===== src/rtl/act_buf_pingpong_ctrl_pkg.sv =====
// Shared constants and types for the activation ping-pong buffer controller.
package act_buf_pingpong_ctrl_pkg;

    // Total activation memory is 2^16 bytes, split into two 2^15-byte halves.
    localparam int ACT_MEM_ADDR_BITS = 16;
    localparam int ADDR_W            = ACT_MEM_ADDR_BITS;
    localparam int BUF_ADDR_W        = ADDR_W - 1;

    // External loader port width.
    localparam int EXT_PORT_W = 32;
    localparam int EXT_W      = EXT_PORT_W;

    // Loaded-word counter: one half holds 2^15/4 = 8192 words.
    localparam int WCNT_W = 14;
    localparam logic [WCNT_W-1:0] WCNT_MAX = WCNT_W'(8192);

    // Ownership state of one buffer half.
    typedef enum logic [1:0] {
        BUF_EMPTY     = 2'd0,
        BUF_LOADING   = 2'd1,
        BUF_FULL      = 2'd2,
        BUF_COMPUTING = 2'd3
    } buf_state_t;

endpackage


===== src/rtl/act_buf_pingpong_ctrl_if.sv =====
// Loader / compute / SRAM-write bundle of the ping-pong controller.
// Handshake: a request (load_start, comp_start) is accepted on a rising
// clock edge only when the matching ready (load_ready, comp_ready) is high
// in the same cycle; done strobes are single-cycle and are honoured only
// while the corresponding buffer is owned. ext_wr_valid has no back-pressure.
interface act_buf_pingpong_ctrl_if;
    import act_buf_pingpong_ctrl_pkg::*;

    logic                  flush;
    logic                  load_start;
    logic                  load_done;
    logic                  ext_wr_valid;
    logic [BUF_ADDR_W-1:0] ext_wr_addr;
    logic [EXT_W-1:0]      ext_wr_data;
    logic                  comp_start;
    logic                  comp_done;

    logic                  load_ready;
    logic                  load_busy;
    logic                  load_buf;
    logic                  comp_ready;
    logic                  comp_busy;
    logic                  comp_buf;
    logic                  mem_wr_en;
    logic [ADDR_W-1:0]     mem_wr_addr;
    logic [EXT_W-1:0]      mem_wr_data;
    logic [WCNT_W-1:0]     words_loaded;
    logic                  proto_err;

    // Debug view of the internal state.
    buf_state_t            dbg_state0;
    buf_state_t            dbg_state1;
    logic                  dbg_ld_ptr;
    logic                  dbg_cp_ptr;

    modport master (
        output flush, load_start, load_done, ext_wr_valid, ext_wr_addr,
               ext_wr_data, comp_start, comp_done,
        input  load_ready, load_busy, load_buf, comp_ready, comp_busy,
               comp_buf, mem_wr_en, mem_wr_addr, mem_wr_data, words_loaded,
               proto_err, dbg_state0, dbg_state1, dbg_ld_ptr, dbg_cp_ptr
    );

    modport slave (
        input  flush, load_start, load_done, ext_wr_valid, ext_wr_addr,
               ext_wr_data, comp_start, comp_done,
        output load_ready, load_busy, load_buf, comp_ready, comp_busy,
               comp_buf, mem_wr_en, mem_wr_addr, mem_wr_data, words_loaded,
               proto_err, dbg_state0, dbg_state1, dbg_ld_ptr, dbg_cp_ptr
    );

endinterface


===== src/rtl/act_buf_pingpong_ctrl_state.sv =====
// Ownership FSM of one buffer half: EMPTY -> LOADING -> FULL -> COMPUTING -> EMPTY.
// Event strobes arrive already qualified by the top level.
module act_buf_pingpong_ctrl_state
    import act_buf_pingpong_ctrl_pkg::*;
(
    input  logic       clk,
    input  logic       reset,
    input  logic       flush_i,
    input  logic       load_start_i,
    input  logic       load_done_i,
    input  logic       comp_start_i,
    input  logic       comp_done_i,
    output buf_state_t state_o
);

    buf_state_t state_q, state_d;

    // State register.
    always_ff @(posedge clk or negedge reset) begin
        if (!reset) state_q <= BUF_EMPTY;
        else        state_q <= state_d;
    end

    // Next-state: flush wins, otherwise advance on the strobe matching the state.
    always_comb begin
        state_d = state_q;
        if (flush_i) begin
            state_d = BUF_EMPTY;
        end else begin
            case (state_q)
                BUF_EMPTY:     if (load_start_i) state_d = BUF_LOADING;
                BUF_LOADING:   if (load_done_i)  state_d = BUF_FULL;
                BUF_FULL:      if (comp_start_i) state_d = BUF_COMPUTING;
                BUF_COMPUTING: if (comp_done_i)  state_d = BUF_EMPTY;
                default:       state_d = BUF_EMPTY;
            endcase
        end
    end

    assign state_o = state_q;

endmodule


===== src/rtl/act_buf_pingpong_ctrl.sv =====
// Ping-pong sequencer for the activation memory: buffer ownership arbitration,
// registered SRAM write stream and sticky protocol-error flag.
module act_buf_pingpong_ctrl
    import act_buf_pingpong_ctrl_pkg::*;
(
    input  logic                  clk,
    input  logic                  reset,
    act_buf_pingpong_ctrl_if.slave bus
);

    buf_state_t st0, st1, st_ld, st_cp;

    logic              ld_ptr_q, ld_ptr_d, cp_ptr_q, cp_ptr_d;
    logic              load_buf_q, load_buf_d, comp_buf_q, comp_buf_d;
    logic              wr_en_q, wr_en_d;
    logic [ADDR_W-1:0] wr_addr_q, wr_addr_d;
    logic [EXT_W-1:0]  wr_data_q, wr_data_d;
    logic [WCNT_W-1:0] wcnt_q, wcnt_d;
    logic              err_q, err_d;

    logic any_loading, any_computing, load_ready_w, comp_ready_w;
    logic ld_accept, ld_finish, cp_accept, cp_finish, wr_ok, err_evt;

    // Everything below is decided from registered state only.
    assign any_loading   = (st0 == BUF_LOADING)   || (st1 == BUF_LOADING);
    assign any_computing = (st0 == BUF_COMPUTING) || (st1 == BUF_COMPUTING);
    assign st_ld         = ld_ptr_q ? st1 : st0;
    assign st_cp         = cp_ptr_q ? st1 : st0;
    assign load_ready_w  = (st_ld == BUF_EMPTY) && !any_loading;
    assign comp_ready_w  = (st_cp == BUF_FULL) && !any_computing;

    // Qualified events; flush masks all of them.
    assign ld_accept = !bus.flush && bus.load_start && load_ready_w;
    assign ld_finish = !bus.flush && bus.load_done  && any_loading;
    assign cp_accept = !bus.flush && bus.comp_start && comp_ready_w;
    assign cp_finish = !bus.flush && bus.comp_done  && any_computing;
    assign wr_ok     = !bus.flush && bus.ext_wr_valid && any_loading
                       && (bus.ext_wr_addr[1:0] == 2'b00);

    // Any rejected request or strobe counts as a protocol violation.
    assign err_evt = !bus.flush && (
                       (bus.load_start && !load_ready_w)  ||
                       (bus.load_done  && !any_loading)   ||
                       (bus.comp_start && !comp_ready_w)  ||
                       (bus.comp_done  && !any_computing) ||
                       (bus.ext_wr_valid && (!any_loading || bus.ext_wr_addr[1:0] != 2'b00)));

    act_buf_pingpong_ctrl_state u_buf0 (
        .clk          (clk),
        .reset        (reset),
        .flush_i      (bus.flush),
        .load_start_i (ld_accept && !ld_ptr_q),
        .load_done_i  (ld_finish && !load_buf_q),
        .comp_start_i (cp_accept && !cp_ptr_q),
        .comp_done_i  (cp_finish && !comp_buf_q),
        .state_o      (st0)
    );

    act_buf_pingpong_ctrl_state u_buf1 (
        .clk          (clk),
        .reset        (reset),
        .flush_i      (bus.flush),
        .load_start_i (ld_accept && ld_ptr_q),
        .load_done_i  (ld_finish && load_buf_q),
        .comp_start_i (cp_accept && cp_ptr_q),
        .comp_done_i  (cp_finish && comp_buf_q),
        .state_o      (st1)
    );

    // Next values for pointers, buffer selects, write pipeline, counter and error flag.
    always_comb begin
        ld_ptr_d   = ld_ptr_q ^ ld_finish;
        cp_ptr_d   = cp_ptr_q ^ cp_finish;
        load_buf_d = ld_accept ? ld_ptr_q : load_buf_q;
        comp_buf_d = cp_accept ? cp_ptr_q : comp_buf_q;
        wr_en_d    = wr_ok;
        wr_addr_d  = wr_addr_q;
        wr_data_d  = wr_data_q;
        wcnt_d     = wcnt_q;
        err_d      = err_q || err_evt;
        if (wr_ok) begin
            wr_addr_d = {load_buf_q, bus.ext_wr_addr};
            wr_data_d = bus.ext_wr_data;
            if (wcnt_q != WCNT_MAX) wcnt_d = wcnt_q + WCNT_W'(1);
        end
        if (ld_accept) wcnt_d = '0;
        if (bus.flush) begin
            ld_ptr_d = 1'b0;
            cp_ptr_d = 1'b0;
            wcnt_d   = '0;
            wr_en_d  = 1'b0;
        end
    end

    // Register update; reset returns every output to zero at once.
    always_ff @(posedge clk or negedge reset) begin
        if (!reset) begin
            ld_ptr_q   <= 1'b0;
            cp_ptr_q   <= 1'b0;
            load_buf_q <= 1'b0;
            comp_buf_q <= 1'b0;
            wr_en_q    <= 1'b0;
            wr_addr_q  <= '0;
            wr_data_q  <= '0;
            wcnt_q     <= '0;
            err_q      <= 1'b0;
        end else begin
            ld_ptr_q   <= ld_ptr_d;
            cp_ptr_q   <= cp_ptr_d;
            load_buf_q <= load_buf_d;
            comp_buf_q <= comp_buf_d;
            wr_en_q    <= wr_en_d;
            wr_addr_q  <= wr_addr_d;
            wr_data_q  <= wr_data_d;
            wcnt_q     <= wcnt_d;
            err_q      <= err_d;
        end
    end

    // Ready flags are held low while reset is asserted.
    assign bus.load_ready   = reset && load_ready_w;
    assign bus.comp_ready   = reset && comp_ready_w;
    assign bus.load_busy    = any_loading;
    assign bus.comp_busy    = any_computing;
    assign bus.load_buf     = load_buf_q;
    assign bus.comp_buf     = comp_buf_q;
    assign bus.mem_wr_en    = wr_en_q;
    assign bus.mem_wr_addr  = wr_addr_q;
    assign bus.mem_wr_data  = wr_data_q;
    assign bus.words_loaded = wcnt_q;
    assign bus.proto_err    = err_q;
    assign bus.dbg_state0   = st0;
    assign bus.dbg_state1   = st1;
    assign bus.dbg_ld_ptr   = ld_ptr_q;
    assign bus.dbg_cp_ptr   = cp_ptr_q;

endmodule

===== src/flat_wrapper.sv =====
// flat-port wrapper written by rule: the top's interface ports become plain ports
module act_buf_pingpong_ctrl_flat import act_buf_pingpong_ctrl_pkg::*;
  (clk, reset, bus_flush, bus_load_start, bus_load_done, bus_ext_wr_valid, bus_ext_wr_addr, bus_ext_wr_data, bus_comp_start, bus_comp_done, bus_load_ready, bus_load_busy, bus_load_buf, bus_comp_ready, bus_comp_busy, bus_comp_buf, bus_mem_wr_en, bus_mem_wr_addr, bus_mem_wr_data, bus_words_loaded, bus_proto_err, bus_dbg_state0, bus_dbg_state1, bus_dbg_ld_ptr, bus_dbg_cp_ptr);
  act_buf_pingpong_ctrl_if bus_i ();
  input  logic clk;
  input  logic reset;
  input wire logic [$bits(bus_i.flush)-1:0] bus_flush;
  input wire logic [$bits(bus_i.load_start)-1:0] bus_load_start;
  input wire logic [$bits(bus_i.load_done)-1:0] bus_load_done;
  input wire logic [$bits(bus_i.ext_wr_valid)-1:0] bus_ext_wr_valid;
  input wire logic [$bits(bus_i.ext_wr_addr)-1:0] bus_ext_wr_addr;
  input wire logic [$bits(bus_i.ext_wr_data)-1:0] bus_ext_wr_data;
  input wire logic [$bits(bus_i.comp_start)-1:0] bus_comp_start;
  input wire logic [$bits(bus_i.comp_done)-1:0] bus_comp_done;
  output wire logic [$bits(bus_i.load_ready)-1:0] bus_load_ready;
  output wire logic [$bits(bus_i.load_busy)-1:0] bus_load_busy;
  output wire logic [$bits(bus_i.load_buf)-1:0] bus_load_buf;
  output wire logic [$bits(bus_i.comp_ready)-1:0] bus_comp_ready;
  output wire logic [$bits(bus_i.comp_busy)-1:0] bus_comp_busy;
  output wire logic [$bits(bus_i.comp_buf)-1:0] bus_comp_buf;
  output wire logic [$bits(bus_i.mem_wr_en)-1:0] bus_mem_wr_en;
  output wire logic [$bits(bus_i.mem_wr_addr)-1:0] bus_mem_wr_addr;
  output wire logic [$bits(bus_i.mem_wr_data)-1:0] bus_mem_wr_data;
  output wire logic [$bits(bus_i.words_loaded)-1:0] bus_words_loaded;
  output wire logic [$bits(bus_i.proto_err)-1:0] bus_proto_err;
  output wire logic [$bits(bus_i.dbg_state0)-1:0] bus_dbg_state0;
  output wire logic [$bits(bus_i.dbg_state1)-1:0] bus_dbg_state1;
  output wire logic [$bits(bus_i.dbg_ld_ptr)-1:0] bus_dbg_ld_ptr;
  output wire logic [$bits(bus_i.dbg_cp_ptr)-1:0] bus_dbg_cp_ptr;
  assign bus_i.flush = bus_flush;
  assign bus_i.load_start = bus_load_start;
  assign bus_i.load_done = bus_load_done;
  assign bus_i.ext_wr_valid = bus_ext_wr_valid;
  assign bus_i.ext_wr_addr = bus_ext_wr_addr;
  assign bus_i.ext_wr_data = bus_ext_wr_data;
  assign bus_i.comp_start = bus_comp_start;
  assign bus_i.comp_done = bus_comp_done;
  assign bus_load_ready = bus_i.load_ready;
  assign bus_load_busy = bus_i.load_busy;
  assign bus_load_buf = bus_i.load_buf;
  assign bus_comp_ready = bus_i.comp_ready;
  assign bus_comp_busy = bus_i.comp_busy;
  assign bus_comp_buf = bus_i.comp_buf;
  assign bus_mem_wr_en = bus_i.mem_wr_en;
  assign bus_mem_wr_addr = bus_i.mem_wr_addr;
  assign bus_mem_wr_data = bus_i.mem_wr_data;
  assign bus_words_loaded = bus_i.words_loaded;
  assign bus_proto_err = bus_i.proto_err;
  assign bus_dbg_state0 = bus_i.dbg_state0;
  assign bus_dbg_state1 = bus_i.dbg_state1;
  assign bus_dbg_ld_ptr = bus_i.dbg_ld_ptr;
  assign bus_dbg_cp_ptr = bus_i.dbg_cp_ptr;
  act_buf_pingpong_ctrl u_core (.clk(clk), .reset(reset), .bus(bus_i));
endmodule

===== config.mk =====
export PLATFORM = sky130hd
export DESIGN_NAME = act_buf_pingpong_ctrl_flat
export DESIGN_NICKNAME = d
export VERILOG_FILES = /design/src/rtl/act_buf_pingpong_ctrl_pkg.sv /design/src/rtl/act_buf_pingpong_ctrl_if.sv /design/src/rtl/act_buf_pingpong_ctrl_state.sv /design/src/rtl/act_buf_pingpong_ctrl.sv /design/src/flat_wrapper.sv
export SDC_FILE = /design/constraint.sdc
export NUM_CORES = 1
export LEC_CHECK = 0
export CAP_MARGIN = 15
export CORE_UTILIZATION = 48
export DETAILED_ROUTE_END_ITERATION = 10
export MAX_ROUTING_LAYER = met4
export PLACE_DENSITY = 0.86
export SLEW_MARGIN = 10
export SYNTH_ARGS = -nofsm -noshare
export SYNTH_HDL_FRONTEND = slang
export SYNTH_HIERARCHICAL = 1
export SYNTH_SLANG_ARGS = --single-unit

===== constraint.sdc =====
create_clock -name clk -period 3.8 [get_ports clk]
set_input_delay 0.57 -clock clk [delete_from_list [all_inputs] [get_ports clk]]
set_output_delay 0.57 -clock clk [all_outputs]
set_load 0.01 [all_outputs]

==> run metrics <==
hold_buf cts 0; asr flop ratio synth 1.00; fin crit period 2.75 ns; status completed; r2r setup slk 1.11 ns; worst path arrival time 3.01 ns; H-tree Lvls 3; DRC viols 0; core area 0.00691 mm2; post-CTS sizing 0; n_diodes 0; Syn Nets 446; PwrDens 573 mW/mm2; Starting Density 0.504; Clock Skew 0.0165 ns; Worst R2R Start u_core/u_buf1/state_o[0]; drt initial violations 178; Hold Path Sink u_core/bus.mem_wr_data[13]; RR Endpoint u_core/bus.words_loaded[1]; f_max 0.363 GHz; crit start category input port; Slew @ Worst Pin 1.03 ns; IO Pins 131; port bufs 130; DP HPWL 6290 um; Hold Crit Class reg -> reg; number of global-route vias before repair 2909; CP required 4.06 ns; die height 87.1 um; setup tns final 0 ns; top cell type's share of synthesized area 0.518; Seq/Total Area, Yosys 0.518; unrepaired setup endpoints after global routing no; CTS tree done; Clk pin slew, worst setup/hold paths 0.07 ns; cell taking the most area after synthesis dfrtp_1; DR vias 3172; nets 576; FP Rows 30; layout cells sized above 1 0.0543; gr ovfl total 0; Final Hold Viols 0; Die Span X 87.1 um; top cells by instance count after synthesis nand2_1, dfrtp_1, inv_1; crit-path max FO 46; via/cell ratio 5.18; Clock Path Buffers 2; clk sink count 72; Syn. warnings 6; R2R depth 6; Post-synth EDFFs 0; CTS root buf clkbuf_8; DP Cell Count 596; area grow syn2layout 46.3%; Synth Register Bits 72; max-cap violations 0; top post-synthesis cells by area dfrtp_1, nand2_1, ha_1; max-slew violation count 0; Final Setup Violations 0; Avg Inst Size Synth 9.13 um2; TritonRoute pass-1 iters 4; Main synth FF type dfrtp_1; Tot Pwr 2.92 mW; Slew HR 0.310; worst min-delay path startpoint u_core/bus.mem_wr_data[13]; die area 0.00759 mm2; Yosys cell types 39; Static Leak 2.29 nW; nature of the critical path endpoint flip-flop; GP Congestion 0.836; Num CTS Buffers 9; first-pass GRT wire length 13800 um; post-route insts no fill 612; all-layer global routing usage 0.245; final wirelength 9040 um; hold path depth 2; Hold WS 0.476 ns; fillers 505; largest net degree at the start of global routing 73; Routed Antenna Nets 0; Tcrit/Tclk final 0.725; Post-Synthesis Cells 381; initial antenna violation count 0; CP Class in -> reg; Skew-Pair Late Insertion Delay 0.34 ns; Netlist Area Pre-Place 0.00348 mm2; most frequent cell after synthesis nand2_1; per-cell routed wire length 14.8 um; post-CTS setup repair buffer count 0; peak supply drop 0.000339 V
## layout by cell type, fill, tap and decap left out, types with 2 or more instances in the layout
cell	instances
and2_1	5
o31ai_1	8
nor2b_1	8
a21oi_1	12
o21bai_1	2
a22oi_1	2
nand4_1	4
inv_1	13
clkbuf_8	10
nand3_1	5
and4_1	2
nor3b_1	4
inv_6	2
o21ai_0	5
or4_1	9
a2111oi_4	2
xor2_1	2
and3_1	3
ha_1	10
nand2b_1	12
mux2i_1	8
nor3_1	3
nand2_1	151
buf_4	4
clkdlybuf4s50_1	129
nor2b_4	2
bufinv_16	2
mux2_2	2
nor2_1	7
nor4_1	3
dfrtp_1	72
## per-stage QoR
stage,instance area (um2),setup WS [ns],util
after floorplan,3480,1.88,-
after CTS,5090,1.08,0.737
final,5090,1.05,0.737
after detailed placement,4860,0.725,0.704
after global placement,4860,0.792,0.704
after global routing,5090,0.914,0.737
## layout make-up
type | instances | area, um2 | area share
clock buffers | 11 | 141 | 0.0278
clock inverters | 5 | 86.3 | 0.0170
inverters | 13 | 48.8 | 0.00959
multi-input cells | 281 | 1560 | 0.307
flip-flops and latches | 72 | 1800 | 0.354
well taps | 96 | 120 | 0.0236
repair buffers | 134 | 1330 | 0.261
## sequential cells by signal (all words and copies together) (netlist names), 2 cells and up
signal and count:
u_core/u_buf0/state_o 2, u_core/bus.mem_wr_data 32, u_core/bus.words_loaded 14, u_core/bus.mem_wr_addr 16
u_core/u_buf1/state_o 2
## power breakdown
group / total [mW] / leakage (nW) / switching [mW] / internal, mW
logic: 1.10 / 1.22 / 0.492 / 0.609
registers: 1.13 / 0.959 / 0.150 / 0.981
clock network: 0.684 / 0.115 / 0.290 / 0.394
## worst max-delay path: stages
cell	delay, ns
clkdlybuf4s50_1	0.41
buf_4	0.20
nor4b_2	0.38
o21ai_4	0.34
inv_1	0.36
buf_4	0.44
nand3_1	0.12
a21oi_1	0.16
## how the worst max path moves through the flow
stage	from	to	slack, ns	depth (start not counted)
floorplan	u_core/u_buf0/state_o[1]	u_core/u_buf1/state_o[0]	1.88	6
global placement	bus_flush	u_core/bus.words_loaded[0]	0.79	8
detailed placement	bus_flush	u_core/bus.words_loaded[0]	0.72	8
CTS	bus_flush	u_core/bus.words_loaded[0]	1.08	8
global route	u_core/u_buf1/state_o[1]	u_core/bus.mem_wr_data[14]	0.91	6
finish	bus_flush	u_core/bus.words_loaded[0]	1.05	8
## routing by layer
| layer | wire length (um) | track usage | vias to the layer above |
|---|---|---|---|
| met5 | 0 | - | - |
| met4 | 192 | 0.101 | 0 |
| met3 | 449 | 0.0389 | 13 |
| met2 | 4710 | 0.414 | 105 |
| met1 | 3690 | 0.292 | 1534 |
| li1 | - | - | 1520 |
## logic make-up (layout without fill, tap and decap cells)
kind of cell	Yosys count	count (layout)	share of synthesized area
buf+inv	28	163	0.0345
compound gates	38	38	0.0824
flops	72	72	0.518
simple gates	221	221	0.295
xor+xnor	2	2	0.00504
fa+ha+maj	10	10	0.0360
mux	10	10	0.0295
(Power assumes the default switching activity.)
